## src/rtl/counter_pkg.sv

```systemverilog
// Shared constants for the counter family.
// These give readable names to the direction and limit-policy control bits.
package counter_pkg;

  localparam logic DIR_UP   = 1'b1;
  localparam logic DIR_DOWN = 1'b0;

  localparam logic LIM_WRAP = 1'b0;
  localparam logic LIM_SAT  = 1'b1;

endpackage

```

## src/rtl/mod_up_down_counter.sv

```systemverilog
// Modulo up/down counter with parallel load, wrap/saturate policy at the limits,
// a registered wrap pulse and a sticky overflow flag.
module mod_up_down_counter
  import counter_pkg::*;
#(
  parameter int unsigned WIDTH     = 5,
  parameter int unsigned MOD_MAX   = 31,
  parameter int unsigned RESET_VAL = 0
) (
  input  logic             clk,
  input  logic             reset,
  input  logic             en,
  input  logic             mode,
  input  logic             sat,
  input  logic             load,
  input  logic [WIDTH-1:0] din,
  input  logic             clr_ovf,
  output logic [WIDTH-1:0] dout,
  output logic             wrap,
  output logic             ovf
);

  if (WIDTH < 2 || WIDTH > 32) begin : g_bad_width
    $error("mod_up_down_counter: WIDTH must be in 2..32");
  end
  if (MOD_MAX < 1 || longint'(MOD_MAX) > ((longint'(1) << WIDTH) - 1)) begin : g_bad_max
    $error("mod_up_down_counter: MOD_MAX must be in 1..2**WIDTH-1");
  end
  if (RESET_VAL > MOD_MAX) begin : g_bad_rst
    $error("mod_up_down_counter: RESET_VAL must not exceed MOD_MAX");
  end

  localparam logic [WIDTH-1:0] MaxVal   = WIDTH'(MOD_MAX);
  localparam logic [WIDTH-1:0] ResetVal = WIDTH'(RESET_VAL);
  localparam logic [WIDTH-1:0] One      = WIDTH'(1);
  localparam logic [WIDTH-1:0] Zero     = '0;

  logic [WIDTH-1:0] dout_q, dout_d;
  logic             wrap_q, wrap_d;
  logic             ovf_q, ovf_d;

  always_comb begin
    dout_d = dout_q;
    wrap_d = 1'b0;
    // A limit event below forces ovf high, so set beats a same-edge clear.
    ovf_d  = ovf_q & ~clr_ovf;
    if (load) begin
      dout_d = (din > MaxVal) ? MaxVal : din;
    end else if (en) begin
      if (mode == DIR_UP) begin
        if (dout_q == MaxVal) begin
          ovf_d = 1'b1;
          if (sat == LIM_WRAP) begin
            dout_d = Zero;
            wrap_d = 1'b1;
          end
        end else begin
          dout_d = dout_q + One;
        end
      end else begin
        if (dout_q == Zero) begin
          ovf_d = 1'b1;
          if (sat == LIM_WRAP) begin
            dout_d = MaxVal;
            wrap_d = 1'b1;
          end
        end else begin
          dout_d = dout_q - One;
        end
      end
    end
  end

  always_ff @(posedge clk or negedge reset) begin
    if (!reset) begin
      dout_q <= ResetVal;
      wrap_q <= 1'b0;
      ovf_q  <= 1'b0;
    end else begin
      dout_q <= dout_d;
      wrap_q <= wrap_d;
      ovf_q  <= ovf_d;
    end
  end

  assign dout = dout_q;
  assign wrap = wrap_q;
  assign ovf  = ovf_q;

endmodule
```

## config.mk

```make
export PLATFORM = sky130hd
export DESIGN_NAME = mod_up_down_counter
export DESIGN_NICKNAME = d
export VERILOG_FILES = /design/src/rtl/counter_pkg.sv /design/src/rtl/mod_up_down_counter.sv
export SDC_FILE = /design/constraint.sdc
export NUM_CORES = 1
export LEC_CHECK = 0
export CORE_AREA = 5 5 42 44
export DETAILED_ROUTE_END_ITERATION = 10
export DIE_AREA = 0 0 47 49
export MAX_ROUTING_LAYER = met4
export PLACE_DENSITY_LB_ADDON = 0.2
export RECOVER_POWER = 25
export SETUP_SLACK_MARGIN = 0.4
export SLEW_MARGIN = 20
export SYNTH_ARGS = -nofsm -noshare
export SYNTH_HDL_FRONTEND = slang
export SYNTH_SLANG_ARGS = --single-unit
```

## constraint.sdc

```tcl
create_clock -name clk -period 4.3 [get_ports clk]
set_input_delay 0.645 -clock clk [delete_from_list [all_inputs] [get_ports clk]]
set_output_delay 0.645 -clock clk [all_outputs]
set_load 0.05 [all_outputs]
```

==> qor.yml <==
run_status:
  outcome: "finished clean"
timing:
  grt_setup_unrepaired: "false"
  hold_viol: 0
  tightest_slew_ns: 0.497
  setup_tns_ns: 0
  period_minus_slack_ns: 2.31
  worst_slew_margin_rel: 0.667
  period_share: 0.538
  fin_skew_ns: 0.00731
  final_max_slew_viol_count: 0
  setup_viol: 0
  max_freq_ghz: 0.433
hold_path:
  min_path_type: "register to register"
detailed_routing:
  wl_mm: 1.37
  vias: 509
  first_pass_iters: 3
  initialDrtViolationCount: 12
  via_per_inst: 5.30
  ant_nets: 0
  drc_errors: 0
  post_drt_wl_per_cell_um: 14.2
synth:
  yosysUniqueCellTypes: 29
  synthTopCellsByArea: "dfrtp_1, ha_1, mux2i_1"
  yosysTopAreaCell: "dfrtp_1"
  synth_top_area_frac: 0.308
  synth_flop_cell: "dfrtp_1"
  ys_seq_elements: 7
  async_flop_share: 1.00
  synth_edf_count: 0
  ys_warn_count: 0
  syn_inst: 61
  syn_avg_cell_area_sq_um: 9.31
  synth.net_count: 77
  netlist_area_sq_um: 568
  ys_seq_area_frac: 0.308
floorplan:
  start_util: 0.405
  coreArea_sq_mm: 0.00140
  ioPinCount: 19
  rows: 14
  die_y_um: 49
  die_w_um: 47
  die_area_sq_mm: 0.00230
cts:
  cts_resized: 0
  cts_root_buf: "clkbuf_4"
  postCtsSetupBuffers: 0
  cts_tree: "yes"
  cts_max_level: 1
  clockBufferDepth: 2
  clk_pin_slew_worst_paths_ns: 0.06
  clock_latency_ns: 0.25
  cts_buffers: 3
  clock_sinks: 7
  ctsHoldBuffers: 0
cells_and_area:
  mostFrequentLayoutCells: "clkdlybuf4s50_1, dfrtp_1, inv_1"
  final_common_cell: "clkdlybuf4s50_1"
  fin_cells: 96
  drive_gt1_frac: 0.100
  multi_input_comb_area_sq_um: 352
  fill_cells: 138
  n_antenna_cell: 0
  fin_nets: 97
  area_growth_pct: 36.6
  final-seq-area_sq_um: 175
setup_path:
  crit_chain: "clkdlybuf4s50_1"
  crit_type: "register to output pin"
  path_max_fanout: 10
  cp_slowest_stage_delay_ns: 0.87
  arrival_ns: 1.67
  cp.required_ns: 3.65
  critPathLaunchType: "register"
  critPathTopFamily: "buffers and inverters"
  critPathCaptureType: "output pin"
  crit_slowest_cell: "clkdlybuf4s50_1"
  path_buf_inv: 1
place:
  gp_congestion: 0.787
  dpl.hpwl_mm: 1.02
  dpl.cell_count: 92
  port_buffers: 18
power:
  p_leak_nw: 0.329
  power_mw: 0.241
  power.density_mw_per_mm2: 311
  ir_drop_v: 0.000159
global_route:
  antenna_found_initial: 0
  grt-ovfl-total: 0
  grt_max_degree: 14
  grt_pass1_wl_mm: 2.18
  track_usage: 0.133
  grt_pass1_vias: 498
run:
  max-cap-violations: 0
-- metrics by stage --
step / instance area (sq um) / hold WS (ns) / util / worst slack, ns
CTS: 776 / 0.546 / 0.554 / 1.99
finish: 776 / 0.544 / 0.554 / 1.99
global route: 776 / 0.558 / 0.554 / 1.91
global placement: 749 / 0.527 / 0.535 / 2.00
detailed placement: 749 / 0.534 / 0.535 / 1.98
floorplan: 568 / 0.349 / - / 2.12
-- worst register-to-register path, stage by stage (launching register included) --
cell and delay (ns):
dfrtp_1 0.45, inv_1 0.09, ha_1 0.22, or4b_4 0.54, o311ai_4 0.43, mux2i_1 0.24, o21ai_1 0.07
-- where the power goes --
group | leakage [nW] | internal, mW | switching (mW) | total [mW]
clock network | 0.0150 | 0.0355 | 0.0256 | 0.0611
registers | 0.0884 | 0.0721 | 0.0134 | 0.0855
logic | 0.226 | 0.0429 | 0.0516 | 0.0945
-- cell type report --
type	instances	share of cell area
repair buffers	18	0.232
multi-input cells	45	0.453
well taps	16	0.0258
inverters	6	0.0290
clock buffers	4	0.0339
flip-flops and latches	7	0.226
-- metal layers --
metal	wire (um)	track usage	part of all wire	up-vias
met5	0	-	0	-
met4	17	0.0645	0.012	0
met3	86	0.0406	0.063	2
met2	601	0.197	0.44	19
met1	660	0.159	0.48	231
li1	-	-	-	257
-- cells by family (layout without fill, tap and decap cells) --
| logic type | after synthesis | after routing | synth area share |
|---|---|---|---|
| flops | 7 | 7 | 0.308 |
| fa+ha+maj | 4 | 4 | 0.0881 |
| compound gates | 18 | 18 | 0.240 |
| buf+inv | 9 | 28 | 0.0727 |
| xor+xnor | 4 | 4 | 0.0617 |
| simple gates | 16 | 16 | 0.176 |
| mux | 3 | 3 | 0.0529 |
-- path summary, 6_finish.rpt --
check                                    start                  end  slack [ns]  depth (start not counted)
min reg2reg                      ovf$_DFF_PN0_        ovf$_DFF_PN0_        0.54                          2
min in group asynchronous                reset  dout[1]$_DFFE_PN0P_        0.72                          1
max reg2reg                dout[0]$_DFFE_PN0P_  dout[2]$_DFFE_PN0P_        2.13                          6
max in group asynchronous                reset  dout[2]$_DFFE_PN0P_        3.33                          1
min                              ovf$_DFF_PN0_        ovf$_DFF_PN0_        0.54                          2
max                        dout[2]$_DFFE_PN0P_              dout[2]        1.99                          1
-- sequential cells by signal, indices dropped and copies added (netlist names) --
signal  cells
dout        5
wrap        1
ovf         1
-- Yosys cell counts (2+ instances only) --
cell / count
dfrtp_1: 7
inv_1: 6
ha_1: 4
nand2_1: 4
o31ai_1: 4
mux2i_1: 3
o21ai_0: 3
xnor2_1: 3
a22oi_1: 2
a31oi_1: 2
clkbuf_1: 2
nand3_1: 2
nor2b_1: 2
o21ai_1: 2
No activity file was read; power rests on OpenSTA's default activity.
